--- src/rtl/wbuf_pkg.sv ---
// Shared constants and helpers for the ping-pong weight buffer.
// Holds the default geometry, the derived ratio/address widths and a zero row.
package wbuf_pkg;

  // Ceiling log2 usable in constant expressions.
  function automatic int unsigned wbuf_clog2(input int unsigned v);
    int unsigned r;
    int unsigned p;
    r = 0;
    p = 1;
    while (p < v) begin
      p = p << 1;
      r = r + 1;
    end
    return r;
  endfunction

  localparam int unsigned WBUF_IN_W  = 64;
  localparam int unsigned WBUF_OUT_W = 128;
  localparam int unsigned WBUF_DEPTH = 16;
  localparam int unsigned WBUF_RATIO = WBUF_OUT_W / WBUF_IN_W;
  localparam int unsigned WBUF_AW    = wbuf_clog2(WBUF_DEPTH);
  localparam int unsigned WBUF_RCW   = WBUF_AW + 1;

  localparam logic [WBUF_OUT_W-1:0] WBUF_ZERO_ROW = '0;

endpackage

--- src/rtl/weight_buffer_pingpong_gen_if.sv ---
// AXI-Stream weight beat interface feeding the ping-pong weight buffer.
interface weight_buffer_pingpong_gen_if
  import wbuf_pkg::*;
#(
  parameter int unsigned IN_W = WBUF_IN_W
);
  logic [IN_W-1:0] tdata;
  logic            tvalid;
  logic            tready;
  logic            tlast;

  modport master (output tdata, output tvalid, output tlast, input tready);
  modport slave  (input tdata, input tvalid, input tlast, output tready);
endinterface

--- src/rtl/wbuf_gearbox.sv ---
// Packs IN_W-bit beats little-endian into OUT_W-bit rows.
// The row and commit strobe are combinational so a row commits on the same
// edge that accepts its final beat. A flush commits a partial row whose
// unfilled lanes are zero.
module wbuf_gearbox
  import wbuf_pkg::*;
#(
  parameter int unsigned IN_W  = WBUF_IN_W,
  parameter int unsigned OUT_W = WBUF_OUT_W
) (
  input  logic             clk,
  input  logic             rst_n,
  input  logic             beat_valid,
  input  logic [IN_W-1:0]  beat_data,
  input  logic             flush,
  input  logic             clear,
  output logic [OUT_W-1:0] row_c,
  output logic             commit_c
);

  localparam int unsigned RATIO = OUT_W / IN_W;
  localparam int unsigned CW    = (RATIO > 1) ? wbuf_clog2(RATIO) : 1;

  logic [OUT_W-1:0] row_q;
  logic [CW-1:0]    cnt_q;

  // Current row image with the incoming beat placed in its lane.
  always_comb begin
    row_c = row_q;
    row_c[int'(cnt_q) * IN_W +: IN_W] = beat_data;
    commit_c = beat_valid && ((cnt_q == CW'(RATIO - 1)) || flush);
  end

  // Lane accumulator; empties on commit so later partial rows pad with zeros.
  always_ff @(posedge clk or negedge rst_n) begin
    if (!rst_n) begin
      row_q <= '0;
      cnt_q <= '0;
    end else if (clear) begin
      row_q <= '0;
      cnt_q <= '0;
    end else if (beat_valid) begin
      if (commit_c) begin
        row_q <= '0;
        cnt_q <= '0;
      end else begin
        row_q <= row_c;
        cnt_q <= cnt_q + CW'(1);
      end
    end
  end

endmodule

--- src/rtl/weight_buffer_pingpong_gen.sv ---
// Ping-pong weight buffer: a gearbox fills the write bank from an AXI-Stream
// while the read bank streams one row per cycle into the systolic array.
// Optional feature macro: WBUF_TLAST_EN (tlast ends a tile early).
module weight_buffer_pingpong_gen
  import wbuf_pkg::*;
#(
  parameter  int unsigned IN_W  = WBUF_IN_W,
  parameter  int unsigned OUT_W = WBUF_OUT_W,
  parameter  int unsigned DEPTH = WBUF_DEPTH,
  localparam int unsigned AW    = wbuf_clog2(DEPTH)
) (
  input  logic                              clk,
  input  logic                              rst_n,
  weight_buffer_pingpong_gen_if.slave       s_axis,
  input  logic [AW:0]                       i_tile_rows,
  input  logic                              i_weight_load_en,
  input  logic                              i_bank_swap,
  output logic [OUT_W-1:0]                  o_weight_vec,
  output logic                              o_weight_valid,
  output logic                              o_wr_full,
  output logic                              o_rd_ready,
  output logic                              o_swap_err
);

  localparam int unsigned RCW = AW + 1;

  logic [OUT_W-1:0] mem [0:2*DEPTH-1];

  logic             bank_sel_q;
  logic [AW-1:0]    wr_ptr_q;
  logic [AW-1:0]    rd_ptr_q;
  logic [RCW-1:0]   wr_rows_q;
  logic [RCW-1:0]   rd_rows_q;
  logic             tile_open_q;
  logic             wr_full_q;
  logic             tready_q;
  logic             rd_ready_q;
  logic             swap_err_q;
  logic             valid_q;
  logic [OUT_W-1:0] vec_q;

  logic             accept_c;
  logic             flush_c;
  logic [OUT_W-1:0] row_c;
  logic             commit_c;
  logic [RCW-1:0]   eff_rows_c;
  logic [RCW-1:0]   cur_rows_c;
  logic             tile_done_c;
  logic             swap_ok_c;
  logic             wr_full_d_c;
  logic             rd_hit_c;

`ifdef WBUF_TLAST_EN
  assign flush_c = accept_c & s_axis.tlast;
`else
  logic unused_tlast;
  assign unused_tlast = s_axis.tlast;
  assign flush_c = 1'b0;
`endif

  wbuf_gearbox #(
    .IN_W  (IN_W),
    .OUT_W (OUT_W)
  ) u_gearbox (
    .clk        (clk),
    .rst_n      (rst_n),
    .beat_valid (accept_c),
    .beat_data  (s_axis.tdata),
    .flush      (flush_c),
    .clear      (swap_ok_c),
    .row_c      (row_c),
    .commit_c   (commit_c)
  );

  // Handshake, tile-length, swap-guard and read-hit decisions.
  always_comb begin
    accept_c    = s_axis.tvalid & tready_q;
    eff_rows_c  = ((i_tile_rows == '0) || (i_tile_rows > RCW'(DEPTH))) ? RCW'(DEPTH) : i_tile_rows;
    cur_rows_c  = tile_open_q ? wr_rows_q : eff_rows_c;
    tile_done_c = commit_c & ((RCW'(wr_ptr_q) == (cur_rows_c - RCW'(1))) | flush_c);
    swap_ok_c   = i_bank_swap & wr_full_q & ~i_weight_load_en;
    wr_full_d_c = swap_ok_c ? 1'b0 : (wr_full_q | tile_done_c);
    rd_hit_c    = i_weight_load_en & rd_ready_q & (RCW'(rd_ptr_q) < rd_rows_q);
  end

  // Write-side pointers, tile bookkeeping and bank swap.
  always_ff @(posedge clk or negedge rst_n) begin
    if (!rst_n) begin
      bank_sel_q  <= 1'b0;
      wr_ptr_q    <= '0;
      wr_rows_q   <= '0;
      rd_rows_q   <= '0;
      tile_open_q <= 1'b0;
      wr_full_q   <= 1'b0;
      tready_q    <= 1'b0;
      rd_ready_q  <= 1'b0;
      swap_err_q  <= 1'b0;
    end else begin
      wr_full_q <= wr_full_d_c;
      tready_q  <= ~wr_full_d_c;
      if (swap_ok_c) begin
        bank_sel_q  <= ~bank_sel_q;
        wr_ptr_q    <= '0;
        tile_open_q <= 1'b0;
        rd_rows_q   <= wr_rows_q;
        rd_ready_q  <= 1'b1;
      end else begin
        if (i_bank_swap) begin
          swap_err_q <= 1'b1;
        end
        if (accept_c && !tile_open_q) begin
          tile_open_q <= 1'b1;
          wr_rows_q   <= eff_rows_c;
        end
        if (commit_c) begin
          wr_ptr_q <= wr_ptr_q + AW'(1);
        end
        if (tile_done_c) begin
          wr_rows_q <= RCW'(wr_ptr_q) + RCW'(1);
        end
      end
    end
  end

  // Row storage; contents are not reset.
  always_ff @(posedge clk) begin
    if (commit_c) begin
      mem[{bank_sel_q, wr_ptr_q}] <= row_c;
    end
  end

  // Read port: pointer restarts whenever load drops, row is registered.
  always_ff @(posedge clk or negedge rst_n) begin
    if (!rst_n) begin
      rd_ptr_q <= '0;
      vec_q    <= '0;
      valid_q  <= 1'b0;
    end else begin
      if (!i_weight_load_en) begin
        rd_ptr_q <= '0;
      end else if (rd_ptr_q != AW'(DEPTH - 1)) begin
        rd_ptr_q <= rd_ptr_q + AW'(1);
      end
      vec_q   <= rd_hit_c ? mem[{~bank_sel_q, rd_ptr_q}] : '0;
      valid_q <= rd_hit_c;
    end
  end

  assign s_axis.tready  = tready_q;
  assign o_weight_vec   = vec_q;
  assign o_weight_valid = valid_q;
  assign o_wr_full      = wr_full_q;
  assign o_rd_ready     = rd_ready_q;
  assign o_swap_err     = swap_err_q;

endmodule

--- src/flat_wrapper.sv ---
// flat-port wrapper written by rule: the top's interface ports become plain ports
module weight_buffer_pingpong_gen_flat import wbuf_pkg::*;
#(
  parameter  int unsigned IN_W  = WBUF_IN_W,
  parameter  int unsigned OUT_W = WBUF_OUT_W,
  parameter  int unsigned DEPTH = WBUF_DEPTH,
  localparam int unsigned AW    = wbuf_clog2(DEPTH)
)
  (clk, rst_n, i_tile_rows, i_weight_load_en, i_bank_swap, o_weight_vec, o_weight_valid, o_wr_full, o_rd_ready, o_swap_err, s_axis_tdata, s_axis_tvalid, s_axis_tlast, s_axis_tready);
  weight_buffer_pingpong_gen_if #(.IN_W(IN_W)) s_axis_i ();
  input  logic clk;
  input  logic rst_n;
  input  logic [AW:0] i_tile_rows;
  input  logic i_weight_load_en;
  input  logic i_bank_swap;
  output logic [OUT_W-1:0] o_weight_vec;
  output logic o_weight_valid;
  output logic o_wr_full;
  output logic o_rd_ready;
  output logic o_swap_err;
  input wire logic [$bits(s_axis_i.tdata)-1:0] s_axis_tdata;
  input wire logic [$bits(s_axis_i.tvalid)-1:0] s_axis_tvalid;
  input wire logic [$bits(s_axis_i.tlast)-1:0] s_axis_tlast;
  output wire logic [$bits(s_axis_i.tready)-1:0] s_axis_tready;
  assign s_axis_i.tdata = s_axis_tdata;
  assign s_axis_i.tvalid = s_axis_tvalid;
  assign s_axis_i.tlast = s_axis_tlast;
  assign s_axis_tready = s_axis_i.tready;
  weight_buffer_pingpong_gen #(.IN_W(IN_W), .OUT_W(OUT_W), .DEPTH(DEPTH)) u_core (.clk(clk), .rst_n(rst_n), .s_axis(s_axis_i), .i_tile_rows(i_tile_rows), .i_weight_load_en(i_weight_load_en), .i_bank_swap(i_bank_swap), .o_weight_vec(o_weight_vec), .o_weight_valid(o_weight_valid), .o_wr_full(o_wr_full), .o_rd_ready(o_rd_ready), .o_swap_err(o_swap_err));
endmodule
--- config.mk ---
export PLATFORM = sky130hd
export DESIGN_NAME = weight_buffer_pingpong_gen_flat
export DESIGN_NICKNAME = d
export VERILOG_FILES = /design/src/rtl/wbuf_pkg.sv /design/src/rtl/weight_buffer_pingpong_gen_if.sv /design/src/rtl/wbuf_gearbox.sv /design/src/rtl/weight_buffer_pingpong_gen.sv /design/src/flat_wrapper.sv
export SDC_FILE = /design/constraint.sdc
export NUM_CORES = 2
export LEC_CHECK = 0
export CAP_MARGIN = 20
export CORE_ASPECT_RATIO = 1.5
export CORE_UTILIZATION = 50
export DETAILED_ROUTE_END_ITERATION = 10
export PLACE_DENSITY_LB_ADDON = 0.12
export REMOVE_ABC_BUFFERS = 1
export SLEW_MARGIN = 20
export SYNTH_ARGS = -nofsm -noshare
export SYNTH_HDL_FRONTEND = slang
export SYNTH_HIERARCHICAL = 1
export SYNTH_SLANG_ARGS = --single-unit
--- constraint.sdc ---
create_clock -name clk -period 15.3 [get_ports clk]
set_input_delay 1.53 -clock clk [delete_from_list [all_inputs] [get_ports clk]]
set_output_delay 1.53 -clock clk [all_outputs]
set_load 0.05 [all_outputs]
==> metrics.yaml <==
detailed_routing:
  vias: 77538
  first_iter_violations: 8993
  viasPerCell: 6.37
  routed_wl_um: 437000
  drt_pre_antenna_iters: 6
  drcViolationCount: 0
  wire_per_inst_um: 35.9
  antenna_left: 0
clock_tree:
  clkSinkCount: 4378
  cts_tree: "built"
  clock_latency_ns: 0.96
  cts_setup_buffers: 0
  post_cts_resize_count: 0
  postCtsHoldBufs: 0
  htreeDepth: 5
  path_clk_slew_ns: 0.06
  cts-root-buf: "clkbuf_16"
  cts_buffers: 401
  cts_buffer_depth: 4
critical_path:
  r2r_slack_ns: 8.98
  end_kind: "flip-flop"
  crit_family: "buffers and inverters"
  required_ns: 15.83
  cp_max_fo: 62
  cp_cell_sequence: "clkdlybuf4s50_1 -> and2_4 -> buf_6 -> o21a_4 -> nand2_1 -> nor2_4 -> buf_4 -> buf_4 -> buf_4"
  startpoint_type: "input pin"
  reg2reg_from: "u_core/s_axis.tready$_DFF_PN0_"
  critPathArrivalTime_ns: 7.55
  cpPeakStageDelay_ns: 0.89
  reg2reg_to: "u_core/mem[30][5]$_DFFE_PP_"
  crit_top_cell: "buf_4"
  crit_start: "s_axis_tvalid"
  cp_num_buf_inv: 5
  reg2reg_depth: 8
  crit_end: "u_core/mem[30][5]$_DFFE_PP_"
  slowest_stage: "nor2_4"
  crit_type: "input pin to flip-flop"
  path_depth: 9
global_routing:
  grt_pass1_wl_um: 616000
  first_global_vias: 81614
  gr-usage-met1_pct: 36.4
  grt_overflow: 0
  top_usage_layer: "met2"
  grt_max_degree: 145
  met2_usage_pct: 44.5
  antenna_found_initial: 26
  grt_usage_pct: 26.2
  grtUsageMet3_pct: 3.44
floorplan:
  io_pins: 208
  die_h_um: 710
  row_count: 259
  die-area_um2: 336000
  fp.dieW_um: 474
  core_area_um2: 332000
  start_util_pct: 50.3
power_and_ir_drop:
  p_clk_share_pct: 34.4
  power_frac_comb_pct: 14.7
  power.density_nw_per_um2: 155
  p_sw_share_pct: 26.4
  leakage_nw: 58.9
  peakVddDrop_uv: 143
  p_switching_mw: 7.68
  power.total_mw: 29.0
  internal_power_mw: 21.4
  seqPwrFrac_pct: 50.9
placed_design:
  hpwlAfterDp_um: 215000
  dp.cells: 11426
  io_buffer_count: 206
  place_congestion: 0.750
  dpl-instance-area_um2: 175000
synthesis:
  synth_area_um2: 167000
  yosys_warnings: 6
  synth_compound_area_share_pct: 0.740
  yosys.area_share.xor_xnor_pct: 0.0509
  ys_types: 55
  synth_fa_ha_area_share_pct: 0.0674
  synthSimpleGateAreaFrac_pct: 1.97
  syn_avg_cell_area_um2: 23.9
  synth_edf_count: 4096
  synth_top_family_by_area: "multiplexers"
  yosysSeqAreaShare_pct: 77.8
  ys_ff_latch: 4378
  async_reset_ff_share_pct: 6.44
  synthMuxAreaShare_pct: 18.2
  synth_area_leaders: "edfxtp_1 74%, mux4_2 17%, dfrtp_1 4.2%"
  synth_top_area_cell: "edfxtp_1"
  synth_top_flop_cell: "edfxtp_1"
  yosysTopAreaCellShare_pct: 73.6
  syn-instance-count: 7001
hold_path:
  hold_class: "input pin to async pin"
sta:
  slew_viol_final: 0
  finalSetupTns_ns: 0
  skew_ns: 0.0497
  rsz0062_at_grt: "false"
  fmax_mhz: 142
  maxSlewHeadroom_pct: 22.8
  setup_viol: 0
  period_needed_ns: 7.02
  fin_crit_sh_pct: 45.9
  worstMarginPinSlew_ns: 1.16
  hold_viol: 0
final_layout:
  layout-drive-gt1-share_pct: 29.3
  layout.area.seq_um2: 130000
  final_cell_mix: "4096 x edfxtp_1, 1280 x mux4_2, 412 x clkbuf_16"
  utilization_pct: 56.5
  fin_area_um2: 188000
  multi_input_area_um2: 35300
  num-fill-cells: 24247
  final_common_cell: "edfxtp_1"
  areaGrowthSynthToFinish_pct: 12.4
  fin_cells: 12176
  fin_nets: 7477
run:
  drv_cap: 0
outcome:
  status: "completed"
## sequential cells by signal, indices dropped and copies added (netlist names)
name and cells:
u_core/o_rd_ready 1, u_core/o_weight_valid 1, u_core/u_gearbox/row_q 128, u_core/wr_ptr_q 4, u_core/s_axis.tready 1, u_core/o_swap_err 1, u_core/o_weight_vec 128, u_core/rd_rows_q 5
u_core/bank_sel_q 1, u_core/tile_open_q 1, u_core/u_gearbox/cnt_q 1, u_core/wr_rows_q 5, u_core/o_wr_full 1, u_core/mem 4096, u_core/rd_ptr_q 4
## cell families after synthesis
kind of cell	after synthesis
flops	4378
mux	1414
simple gates	545
buf+inv	415
compound gates	231
fa+ha+maj	9
xor+xnor	8
other cells	1
## Yosys cell counts (all sizes together) (16+ instances only)
| master | count |
|---|---|
| a21oi | 197 |
| buf | 190 |
| clkbuf | 209 |
| dfrtp | 282 |
| edfxtp | 4096 |
| inv | 16 |
| mux2 | 129 |
| mux4 | 1280 |
| nand2 | 271 |
| nand2b | 71 |
| nand4bb | 64 |
| nor2 | 42 |
| nor3b | 66 |
## worst min-delay path by stage
stage	startpoint	to	slack [ns]	depth (start not counted)
after floorplan	u_core/rd_rows_q[1]$_DFFE_PN0P_	u_core/rd_rows_q[1]$_DFFE_PN0P_	0.45	2
after global routing	u_core/o_swap_err$_DFFE_PN0P_	u_core/o_swap_err$_DFFE_PN0P_	0.49	1
after detailed placement	u_core/o_swap_err$_DFFE_PN0P_	u_core/o_swap_err$_DFFE_PN0P_	0.45	1
after global placement	u_core/o_swap_err$_DFFE_PN0P_	u_core/o_swap_err$_DFFE_PN0P_	0.45	1
after CTS	rst_n	u_core/u_gearbox/row_q[30]$_DFFE_PN0P_	0.47	1
final	rst_n	u_core/u_gearbox/row_q[30]$_DFFE_PN0P_	0.48	1
## per-stage QoR
step                worst slack (ns)  hold WS, ns
floorplan                     -27.36        0.450
global placement                6.95        0.448
detailed placement              7.17        0.452
CTS                             8.20        0.467
global route                    8.09        0.488
finish                          8.28        0.476
## power groups by stage
stage,clock (mW),combinational (mW),sequential [mW]
2_1_floorplan,0,3.52,15.6
3_3_place_gp,0,4.19,15.0
3_5_place_dp,0,4.28,15.0
4_1_cts,10.2,4.29,14.8
5_1_grt,10.6,4.48,14.8
6_report,9.99,4.26,14.8
## worst reg2reg max path: stages, from the launching register on
cell	delay [ns]
dfrtp_1	0.35
and2_4	0.15
buf_6	0.63
o21a_4	0.89
nand2_1	0.71
nor2_4	0.89
buf_4	0.70
buf_4	0.74
buf_4	0.81
## layer usage
metal / part of all wire [%] / wire (um)
met5: 0.0059 / 26
met4: 2.1 / 9030
met2: 51 / 225000
met3: 6.8 / 29700
met1: 40 / 174000
## area by class of cell
class | instances | share of cell area [%]
timing repair buffer | 386 | 1.99
multi-input combinational | 2210 | 18.8
sequential | 4378 | 69.3
antenna | 10 | 0.0133
inverter | 16 | 0.0400
tap | 4437 | 2.96
clock buffer | 548 | 5.93
clock inverter | 191 | 0.982
(Power assumes the default switching activity.)
